[config.mk]
export PLATFORM = sky130hd
export DESIGN_NAME = frame_parser
export DESIGN_NICKNAME = d
export VERILOG_FILES = /design/src/rtl/frame_parser.sv
export SDC_FILE = /design/constraint.sdc
export NUM_CORES = 1
export LEC_CHECK = 0
export ABC_CLOCK_PERIOD_IN_PS = 3250
export BUFFER_PORTS_ARGS = -buffer_cell sky130_fd_sc_hd__buf_2
export CAP_MARGIN = 15
export CELL_PAD_IN_SITES_DETAIL_PLACEMENT = 1
export CELL_PAD_IN_SITES_GLOBAL_PLACEMENT = 1
export CORE_MARGIN = 3
export CORE_UTILIZATION = 30
export DETAILED_ROUTE_END_ITERATION = 10
export PLACE_DENSITY_LB_ADDON = 0.3
export SYNTH_ARGS = -nofsm -noshare
export SYNTH_HDL_FRONTEND = slang
export SYNTH_SLANG_ARGS = --single-unit
[constraint.sdc]
create_clock -name clk -period 3.25 [get_ports clk]
set_input_delay 0.325 -clock clk [delete_from_list [all_inputs] [get_ports clk]]
set_output_delay 0.325 -clock clk [all_outputs]
set_load 0.05 [all_outputs]
[src/rtl/frame_parser.sv]
// Byte-stream frame parser: locks on a sync word, reads a width/length header, packs BPP bytes per pixel
// and checks the end word. Pixel out one cycle after its last byte; a held output pixel stalls the input.
module frame_parser #(
  parameter int unsigned BPP       = 3,
  parameter int unsigned DIM_W     = 16,
  parameter logic [31:0] SYNC_WORD = 32'h4245_474E,
  parameter logic [31:0] END_WORD  = 32'h4245_4E44
) (
  input  logic               clk,
  input  logic               rst,
  input  logic [7:0]         axis_i_dat_i,
  input  logic               axis_i_vld_i,
  output logic               axis_i_rdy_o,
  output logic [8*BPP-1:0]   axis_o_dat_o,
  output logic               axis_o_vld_o,
  input  logic               axis_o_rdy_i,
  output logic               eol_o,
  output logic               line_o,
  output logic               done_o,
  output logic               err_o
);

  localparam int unsigned IDX_W = (BPP > 1) ? $clog2(BPP) : 1;
  localparam int unsigned PW    = 8 * BPP;

  typedef enum logic [2:0] {
    S_SYNC,
    S_WIDTH,
    S_LENGTH,
    S_DATA,
    S_DRAIN,
    S_TRAIL
  } state_t;

  state_t             state_q;
  logic [31:0]        shift_q;
  logic [31:0]        shift_d;
  logic [1:0]         hcnt_q;
  logic [DIM_W-1:0]   width_q;
  logic [DIM_W-1:0]   length_q;
  logic [DIM_W-1:0]   col_q;
  logic [DIM_W-1:0]   row_q;
  logic               width_big_q;
  logic [IDX_W-1:0]   idx_q;
  logic [PW-1:0]      asm_q;
  logic [PW-1:0]      asm_d;
  logic [PW-1:0]      dat_q;
  logic               vld_q;
  logic               eol_q;
  logic               done_q;
  logic               err_q;
  logic               in_rdy;
  logic               in_acc;
  logic               out_hs;
  logic               last_byte;
  logic               last_col;
  logic               last_row;

  always_comb begin
    in_rdy = 1'b0;
    unique case (state_q)
      S_SYNC, S_WIDTH, S_LENGTH, S_TRAIL: in_rdy = 1'b1;
      S_DATA:                             in_rdy = !vld_q || axis_o_rdy_i;
      default:                            in_rdy = 1'b0;
    endcase
  end

  assign shift_d   = {shift_q[23:0], axis_i_dat_i};
  assign in_acc    = axis_i_vld_i && in_rdy;
  assign out_hs    = vld_q && axis_o_rdy_i;
  assign last_byte = (idx_q == IDX_W'(BPP - 1));
  assign last_col  = (col_q == width_q - DIM_W'(1));
  assign last_row  = (row_q == length_q - DIM_W'(1));

  // First byte of a pixel lands in the MSB lane; the last byte completes asm_d.
  always_comb begin
    asm_d = asm_q;
    for (int b = 0; b < BPP; b++) begin
      if (idx_q == IDX_W'(BPP - 1 - b)) asm_d[8*b +: 8] = axis_i_dat_i;
    end
  end

  always_ff @(posedge clk) begin
    if (rst) begin
      state_q     <= S_SYNC;
      shift_q     <= '0;
      hcnt_q      <= '0;
      width_q     <= '0;
      length_q    <= '0;
      col_q       <= '0;
      row_q       <= '0;
      width_big_q <= 1'b0;
      idx_q       <= '0;
      asm_q       <= '0;
      dat_q       <= '0;
      vld_q       <= 1'b0;
      eol_q       <= 1'b0;
      done_q      <= 1'b0;
      err_q       <= 1'b0;
    end else begin
      done_q <= 1'b0;
      err_q  <= 1'b0;
      if (in_acc) shift_q <= shift_d;
      if (out_hs) vld_q <= 1'b0;

      unique case (state_q)
        S_SYNC: begin
          if (in_acc && shift_d == SYNC_WORD) begin
            state_q <= S_WIDTH;
            hcnt_q  <= '0;
          end
        end
        S_WIDTH: begin
          if (in_acc) begin
            hcnt_q <= hcnt_q + 2'd1;
            if (hcnt_q == 2'd3) begin
              width_q     <= shift_d[DIM_W-1:0];
              width_big_q <= |shift_d[31:DIM_W];
              state_q     <= S_LENGTH;
            end
          end
        end
        S_LENGTH: begin
          if (in_acc) begin
            hcnt_q <= hcnt_q + 2'd1;
            if (hcnt_q == 2'd3) begin
              length_q <= shift_d[DIM_W-1:0];
              // An empty frame goes straight to trailer checking, before any range test.
              if ((width_q == '0 && !width_big_q) || shift_d == 32'h0) begin
                state_q <= S_TRAIL;
                shift_q <= '0;
              end else if (width_big_q || |shift_d[31:DIM_W]) begin
                err_q   <= 1'b1;
                state_q <= S_SYNC;
                shift_q <= '0;
              end else begin
                col_q   <= '0;
                row_q   <= '0;
                idx_q   <= '0;
                state_q <= S_DATA;
              end
            end
          end
        end
        S_DATA: begin
          if (in_acc) begin
            asm_q <= asm_d;
            if (last_byte) begin
              idx_q <= '0;
              dat_q <= asm_d;
              eol_q <= last_col;
              vld_q <= 1'b1;
              if (last_col) begin
                col_q <= '0;
                row_q <= row_q + DIM_W'(1);
                if (last_row) state_q <= S_DRAIN;
              end else begin
                col_q <= col_q + DIM_W'(1);
              end
            end else begin
              idx_q <= idx_q + IDX_W'(1);
            end
          end
        end
        S_DRAIN: begin
          if (!vld_q || axis_o_rdy_i) begin
            state_q <= S_TRAIL;
            shift_q <= '0;
          end
        end
        S_TRAIL: begin
          if (in_acc) begin
            if (shift_d == END_WORD) begin
              done_q  <= 1'b1;
              state_q <= S_SYNC;
              shift_q <= '0;
            end else if (shift_d == SYNC_WORD) begin
              err_q   <= 1'b1;
              state_q <= S_WIDTH;
              hcnt_q  <= '0;
            end
          end
        end
        default: state_q <= S_SYNC;
      endcase
    end
  end

  assign axis_i_rdy_o = in_rdy;
  assign axis_o_dat_o = dat_q;
  assign axis_o_vld_o = vld_q;
  assign eol_o        = eol_q;
  assign line_o       = vld_q && axis_o_rdy_i && eol_q;
  assign done_o       = done_q;
  assign err_o        = err_q;

endmodule
==> out/results.ini, run 1 <==
[drt]
drt_first_pass_iters = 4
first_iter_violations = 314
wl_per_cell_um = 18.09
drc = 0
ant_nets = 0
num_vias = 6695
wl_mm = 23.10
avgViaCountPerCell = 5.243

[yosys]
synthFlopType = dfxtp_1
synth-async-reset-ratio = 0
synth_top_area_share = 0.3886
synth_seq_cells = 140
synthesis.nets = 937
postSynthAreaPerCell_um2 = 7.840
synth-seq-area-share = 0.3886
syn-instance-count = 920
ys_types = 62
synthesis.yosys.warnings = 0
synth_area_um2 = 7213
synth_area_leaders = dfxtp_1 (39%), nand2_1 (9.4%), a21oi_1 (6.8%)
yosys.area.top_type = dfxtp_1
synth_edf_count = 0

[sta]
drv_slew = 0
timing.final.crit_share = 0.8954
skew_ns = 0.01337
fin_tns_setup_ns = 0
finalSetupViolations = 0
hold_viol_final = 0
fmax_mhz = 343.6
period_needed_ns = 2.910
fin_ws_ns = 0.3399
maxSlewHeadroom = 0.4669
rsz0062_at_grt = no
worst_pin_slew_ns = 0.7997

[cells_and_area]
layout_common_cells = nand2_1 (181), dfxtp_1 (140), a21oi_1 (98), nor2_1 (52), buf_2 (40)
diodes = 0
nets = 962
area_delta_synth_final_pct = 16.83
final_common_cell = nand2_1
drive_above_1_share = 0.1336

[clock_network]
cts_made_buffers = 17
cts_hold_buf = 0
cts_setup_buffers = 0
cts_tree = built
clk_latency_ns = 0.43
cts.sinks = 140
cts.repair.resized = 0
htree_levels = 4
clockRootBuffer = clkbuf_16
clk_pin_slew_worst_paths_ns = 0.07
max-clock-path-buffers = 2

[power]
finalPower_mw = 3.926
p_comb_frac = 0.044
max-vdd-ir-drop_uv = 315.4
swShare = 0.2668
switching_power_mw = 1.048
p_clk_frac = 0.511
power_frac_seq = 0.446
p_per_area_nw_per_um2 = 465.9
p_int_mw = 2.878
p_leak_nw = 3.048

[floorplan]
row_count = 56
dieArea_um2 = 25940
io_pins = 42
core_area_um2 = 23540
floorplan.initialDensity = 0.3064
fp.dieH_um = 161.1
die_w_um = 161.1

[worst_setup_path]
rr_worst_depth = 9
worstPathRequired_ns = 3.61
worst_setup_path_end_kind = flip-flop
worst-setup-path-type = flip-flop to flip-flop
crit_fanout = 18
cp-start-kind = flip-flop
worstPathArrival_ns = 3.27

[hold_path]
hold_class = input pin to flip-flop
whs_path_depth = 3

[global_routing]
antenna_found_initial = 0
grt_max_degree = 70
grt_use_total = 0.1786
grt_pass1_wl_mm = 37.47
grt_pass1_vias = 6881
overflow = 0

[placement]
globalplace.congestion = 0.8504
port_buffers = 41
post-place-ws_ns = 0.4148
hpwlAfterDp_mm = 15.92

[status]
status = finished, final reports clean

[job]
max-cap-violations = 0

[critical path, stage by stage, from the launching register on]
cell	delay, ns
dfxtp_1	0.36
or4_1	0.65
nor4_2	0.34
o22ai_1	0.18
nor4_2	0.34
o2111ai_4	0.18
buf_4	0.24
a21oi_2	0.14
buf_4	0.22
mux2i_1	0.19
[power by group through the flow]
stage / Clock, mW / Sequential [mW] / Combinational, mW
after floorplan: 0 / 1.77 / 0.112
after global placement: 0 / 1.79 / 0.172
after detailed placement: 0 / 1.79 / 0.172
after CTS: 2.05 / 1.75 / 0.173
after global routing: 2.12 / 1.75 / 0.189
final: 2.00 / 1.75 / 0.172
[cell usage after synthesis, types with 3 or more instances]
library cell	n
nand3b_1	6
nand3_1	27
mux2i_1	37
or2_2	4
nand2_1	181
or3_1	8
a21oi_1	98
xnor2_1	27
nor3_1	40
nand4_1	26
a21o_1	3
clkbuf_1	56
a2111oi_0	3
nor2b_1	6
ha_1	5
nand2b_1	23
or4_1	7
o31ai_1	6
o21ai_0	8
and4_1	5
a211oi_1	12
a31oi_1	5
nor4_1	20
inv_1	12
dfxtp_1	140
xor2_1	24
buf_2	7
o211ai_1	6
nor2_1	53
and2_1	4
and3_1	11
buf_1	5
[per-stage QoR]
stage	util	std cells	hold slack, ns	instance area [um^2]
CTS	0.3579	1277	0.1921	8427
global placement	0.3325	1245	0.4427	7829
floorplan	-	920	0.4308	7213
finish	0.3579	1277	0.2070	8427
global route	0.3579	1277	0.2260	8427
detailed placement	0.3325	1245	0.4470	7829
[metal layers]
| layer | global-route usage | vias to the layer above | part of all wire | wire [um] |
|---|---|---|---|---|
| met2 | 0.2877 | 91 | 0.46 | 10630 |
| met4 | 0.06140 | 0 | 0.022 | 503 |
| met1 | 0.2397 | 3290 | 0.49 | 11310 |
| met5 | 0 | - | 0 | 0 |
| li1 | - | 3284 | - | - |
| met3 | 0.03514 | 30 | 0.028 | 652 |
[flip-flops by register name, indices dropped and copies added (netlist names), 3 cells and up]
register	count
row_q	16
axis_o_dat_o	24
asm_q	16
length_q	16
shift_q	24
state_q	3
col_q	16
width_q	16
[final cells by class]
cell class,count,area [um^2]
flip-flops and latches,140,2803
repair buffers,74,455.4
fillers,2889,15120
clock buffers,17,425.4
clock inverters,15,172.7
well taps,319,399.1
multi-input cells,700,4126
inverters,12,45.04
[worst paths after layout]
path | startpoint | to | slack [ns]
max | width_q[8] | row_q[1] | 0.34
min | axis_i_dat_i[5] | axis_o_dat_o[5] | 0.21
max reg2reg | width_q[8] | row_q[1] | 0.34
min reg2reg | asm_q[11] | axis_o_dat_o[11] | 0.45
[logic make-up after synthesis]
family,synth area share
xor gates and xnor gates,0.06193
DFF,0.3886
and+or+nand+nor,0.2933
buffers and inverters,0.04284
muxes,0.05447
adders and majority gates,0.008673
AOI/OAI and AO/OA,0.1502
Power figures use the tool's default switching activity.
==> run 2: changes to the inputs <==
--- a/config.mk
+++ b/config.mk
@@ -8,8 +8,8 @@
 export ABC_CLOCK_PERIOD_IN_PS = 3250
 export BUFFER_PORTS_ARGS = -buffer_cell sky130_fd_sc_hd__buf_2
 export CAP_MARGIN = 15
-export CELL_PAD_IN_SITES_DETAIL_PLACEMENT = 1
-export CELL_PAD_IN_SITES_GLOBAL_PLACEMENT = 1
+export CELL_PAD_IN_SITES_DETAIL_PLACEMENT = 2
+export CELL_PAD_IN_SITES_GLOBAL_PLACEMENT = 2
 export CORE_MARGIN = 3
 export CORE_UTILIZATION = 30
 export DETAILED_ROUTE_END_ITERATION = 10
==> run 2 against run 1 <==
Register-to-register slack got worse by 0.16 ns. Largest cell class unchanged. Combinational power increased by 5%. Power increased by 3.5%. Cell area is 0.12% higher. Highest routed layer unchanged.
==> out/results.ini, run 2 (same netlist as run 1, synthesis figures left out) <==
[clock_network]
cts_setup_buffers = 0
htree_levels = 4
cts.repair.resized = 0
clk_latency_ns = 0.42
cts_made_buffers = 17
clk_pin_slew_worst_paths_ns = 0.06
cts_hold_buf = 0
clockRootBuffer = clkbuf_16
cts_tree = built
max-clock-path-buffers = 2
cts.sinks = 140

[global_routing]
grt_max_degree = 61
grt_pass1_wl_mm = 40.13
grt_pass1_vias = 7126
antenna_found_initial = 0
grt_use_total = 0.1941
overflow = 0

[sta]
skew_ns = 0.01195
period_needed_ns = 3.066
hold_viol_final = 0
drv_slew = 0
fin_tns_setup_ns = 0
worst_pin_slew_ns = 0.6790
timing.final.crit_share = 0.9434
fin_ws_ns = 0.1839
fmax_mhz = 326.1
rsz0062_at_grt = no
maxSlewHeadroom = 0.5473
finalSetupViolations = 0

[worst_setup_path]
path_cells = or4_1 > o21a_1 > or3_1 > a21oi_2 > o2111ai_4 > buf_4 > a211oi_1 > mux2i_1
slowest_delay_ns = 0.67
cp-start-kind = flip-flop
worstPathArrival_ns = 3.39
worst-setup-path-type = flip-flop to flip-flop
worstPathRequired_ns = 3.57
crit_fanout = 18
r2r_slack_ns = 0.18
r2r-start = width_q[7]
r2r-end = row_q[12]
rr_worst_depth = 8
worst_setup_path_end_kind = flip-flop
slowest_stage = or4_1
worstPathBufferInverterCount = 1
crit_family = compound AO/OA/AOI/OAI gates

[placement]
port_buffers = 41
hpwlAfterDp_mm = 17.24
globalplace.congestion = 0.8196
post-place-ws_ns = 0.2004

[floorplan]
row_count = 56
dieArea_um2 = 25940
fp.dieH_um = 161.1
floorplan.initialDensity = 0.3064
die_w_um = 161.1
io_pins = 42
core_area_um2 = 23540

[cells_and_area]
nets = 957
area_delta_synth_final_pct = 16.96
drive_above_1_share = 0.1312
fill_cells = 2776
diodes = 0
final_common_cell = nand2_1
multi_input_area_um2 = 4138
finish.utilization = 0.3584
regArea_um2 = 2803
layout_common_cells = nand2_1 (181), dfxtp_1 (140), a21oi_1 (98), nor2_1 (52), buf_2 (40)

[job]
max-cap-violations = 0

[hold_path]
whs_path_depth = 3
hold_path_end = shift_q[5]
hold_class = input pin to flip-flop
timing.hold.worst.start = axis_i_dat_i[5]

[drt]
wl_per_cell_um = 19.54
avgViaCountPerCell = 5.336
first_iter_violations = 270
drt_first_pass_iters = 4
drc = 0
num_vias = 6788
ant_nets = 0
wl_mm = 24.85

[power]
p_per_area_nw_per_um2 = 481.8
max-vdd-ir-drop_uv = 310.3
p_leak_nw = 3.043

[status]
status = finished, final reports clean

==> run 2: cell count changes in the layout (fill, tap and decap cells not counted), sizes merged <==
cell,before,now
buf,74,69
inv,21,20
clkinv,4,2
bufinv,1,3
clkbuf,17,18
==> run 2: layout make-up <==
cell class	count	share of cell area
inverters	12	0.005339
clock buffers	18	0.05205
clock inverters	14	0.02314
multi-input cells	700	0.4904
flip-flops and latches	140	0.3322
repair buffers	69	0.04953
well taps	319	0.04731
==> run 2: worst max-delay path by stage <==
stage / cells after the start / to / slack (ns) / start
final: 8 / row_q[12] / 0.18 / width_q[7]
after global routing: 8 / row_q[12] / 0.04 / width_q[7]
after CTS: 7 / state_q[2] / 0.05 / shift_q[7]
after detailed placement: 7 / state_q[2] / 0.20 / shift_q[7]
after global placement: 7 / state_q[2] / 0.19 / shift_q[7]
after floorplan: 8 / shift_q[1] / 0.39 / axis_o_vld_o
==> run 2: power breakdown <==
| part | internal, mW | switching, mW | total, mW |
|---|---|---|---|
| logic | 0.0537 | 0.126 | 0.180 |
| registers | 1.73 | 0.0226 | 1.75 |
| clock network | 1.26 | 0.872 | 2.14 |
| total | 3.04 | 1.02 | 4.06 |
==> run 2: per-layer routing <==
layer,track usage,share of wire,up-vias
met5,0,0,-
met4,0.04224,0.014,0
met3,0.03488,0.027,18
met2,0.3254,0.48,94
met1,0.2623,0.48,3397
li1,-,-,3279
==> run 2: worst min-delay path, delay by kind of cell <==
kind,cells,cell delay [ns]
AND/OR/NAND/NOR,1,0.08
AO/OA/AOI/OAI,1,0.05
buffers and inverters,1,0.18
==> run 2: through the flow <==
stage          hold WS (ns)  power, mW  instances  instance area, um^2
2_1_floorplan        0.4308      1.886        920                 7213
3_3_place_gp         0.4403      1.965       1240                 7791
3_5_place_dp         0.4472      1.968       1240                 7791
4_1_cts              0.2593      4.117       1272                 8426
5_1_grt              0.2743      4.223       1272                 8437
6_report             0.2748      4.065       1272                 8437
==> run 3: changes to the inputs <==
--- a/config.mk
+++ b/config.mk
@@ -11,8 +11,9 @@
 export CELL_PAD_IN_SITES_DETAIL_PLACEMENT = 2
 export CELL_PAD_IN_SITES_GLOBAL_PLACEMENT = 2
 export CORE_MARGIN = 3
-export CORE_UTILIZATION = 30
+export CORE_UTILIZATION = 36
 export DETAILED_ROUTE_END_ITERATION = 10
+export MAX_ROUTING_LAYER = met4
 export PLACE_DENSITY_LB_ADDON = 0.3
 export SYNTH_ARGS = -nofsm -noshare
 export SYNTH_HDL_FRONTEND = slang
==> run 3 against run 2 <==
Combinational power up 4%. Utilization up 6.8 points. Power down 2.4%. Largest power group unchanged. Highest routed layer unchanged.
==> out/results.ini, run 3 (same netlist as run 1, synthesis figures left out) <==
[cells_and_area]
fill_cells = 2239
nets = 959
area_delta_synth_final_pct = 15.80
diodes = 0
multi_input_area_um2 = 4135
drive_above_1_share = 0.1330
layout_common_cells = nand2_1 (181), dfxtp_1 (140), a21oi_1 (97), nor2_1 (52), buf_2 (40)
final_common_cell = nand2_1
regArea_um2 = 2803

[sta]
fin_tns_setup_ns = 0
timing.final.crit_share = 0.9269
skew_ns = 0.01150
worst_pin_slew_ns = 0.7474
hold-worst-slack_ns = 0.2384
drv_slew = 0
finalSetupViolations = 0
rsz0062_at_grt = no
fmax_mhz = 332.0
hold_viol_final = 0
maxSlewHeadroom = 0.5006
period_needed_ns = 3.012

[hold_path]
whs_path_depth = 3
timing.hold.worst.start = axis_i_dat_i[5]
hold_class = input pin to flip-flop

[worst_setup_path]
r2r-start = shift_q[16]
worst_setup_path_end_kind = flip-flop
crit_fanout = 6
worstPathArrival_ns = 3.36
cp-start-kind = flip-flop
startpoint = shift_q[16]
worstPathRequired_ns = 3.60
rr_worst_depth = 7
worst-setup-path-type = flip-flop to flip-flop

[job]
max-cap-violations = 0

[power]
switching_power_mw = 1.083
p_int_mw = 2.882
p_per_area_nw_per_um2 = 474.8
swShare = 0.2732
p_comb_frac = 0.047
p_leak_nw = 3.043
p_clk_frac = 0.512
power_frac_seq = 0.440
max-vdd-ir-drop_uv = 296.6

[placement]
port_buffers = 41
hpwlAfterDp_mm = 17.16
globalplace.congestion = 0.8522

[clock_network]
clk_latency_ns = 0.44
clk_pin_slew_worst_paths_ns = 0.07
cts_hold_buf = 0
cts.sinks = 140
clockRootBuffer = clkbuf_16
max-clock-path-buffers = 2
cts_made_buffers = 17
cts_tree = built
cts_setup_buffers = 0
htree_levels = 4

[floorplan]
io_pins = 42
dieArea_um2 = 21770
floorplan.initialDensity = 0.3682
fp.dieH_um = 147.6
core_area_um2 = 19590
die_w_um = 147.6
row_count = 51

[drt]
drt_first_pass_iters = 4
num_vias = 6907
drc = 0
wl_mm = 25.96
wl_per_cell_um = 21.28
first_iter_violations = 469
ant_nets = 0
avgViaCountPerCell = 5.661

[global_routing]
grt_use_total = 0.2512
overflow = 0
grt_max_degree = 61
grt_pass1_wl_mm = 42.27
antenna_found_initial = 0
grt_pass1_vias = 7416

[status]
status = finished, final reports clean

## run 3: changes by cell type in the layout (fill, tap and decap cells not counted), sizes merged
| cell | before | now |
|---|---|---|
| clkbuf | 18 | 17 |
| bufinv | 3 | 1 |
| buf | 69 | 71 |
| clkinvlp | 1 | 0 |
| clkinv | 2 | 4 |
| inv | 20 | 22 |
## run 3: per-stage QoR
step / util / setup slack, ns / cells / area, um^2 / total power, mW
2_1_floorplan: - / 0.3915 / 920 / 7213 / 1.886
3_3_place_gp: 0.3957 / 0.3799 / 1188 / 7751 / 1.964
3_5_place_dp: 0.3957 / 0.3037 / 1188 / 7751 / 1.969
4_1_cts: 0.4259 / 0.2224 / 1220 / 8344 / 4.009
5_1_grt: 0.4264 / 0.01314 / 1220 / 8353 / 4.109
6_report: 0.4264 / 0.2377 / 1220 / 8353 / 3.966
## run 3: area by class of cell
type                    count  share of cell area
clock buffers              17             0.05093
clock inverters            15             0.02007
inverters                  12            0.005392
multi-input cells         700              0.4951
flip-flops and latches    140              0.3355
well taps                 265             0.03969
repair buffers             71             0.05333
## run 3: worst max-delay path, stage by stage, from the launching register on
cell and delay [ns]:
dfxtp_1 0.31, or4_1 0.53, nand3b_1 0.33, nor4_1 0.65, o21ai_0 0.21, a21bo_2 0.27, or3_1 0.38, a221oi_2 0.26
## run 3: timing repair
item / 4_1_cts / 5_1_grt
endpoints found under the setup margin: 0 / 5
endpoints found under the hold margin: 0 / 0
resized for setup: 0 / 2
## run 3: final timing paths
kind | to | slack, ns
hold / removal | shift_q[5] | 0.24
hold reg to reg | axis_o_dat_o[8] | 0.46
setup / recovery | state_q[2] | 0.24
setup reg to reg | state_q[2] | 0.24
## run 3: power groups by stage
stage | logic (mW) | registers, mW | clock network [mW]
floorplan | 0.112 | 1.77 | 0
global placement | 0.179 | 1.78 | 0
detailed placement | 0.184 | 1.79 | 0
CTS | 0.187 | 1.75 | 2.08
global route | 0.205 | 1.75 | 2.16
finish | 0.187 | 1.75 | 2.03
## run 3: per-layer routing
| metal | wire length [um] | up-vias | track usage |
|---|---|---|---|
| met2 | 12700 | 123 | 0.4136 |
| met4 | 399 | 0 | 0.06244 |
| met5 | 0 | - | - |
| met1 | 11780 | 3468 | 0.3210 |
| li1 | - | 3290 | - |
| met3 | 1080 | 26 | 0.04660 |
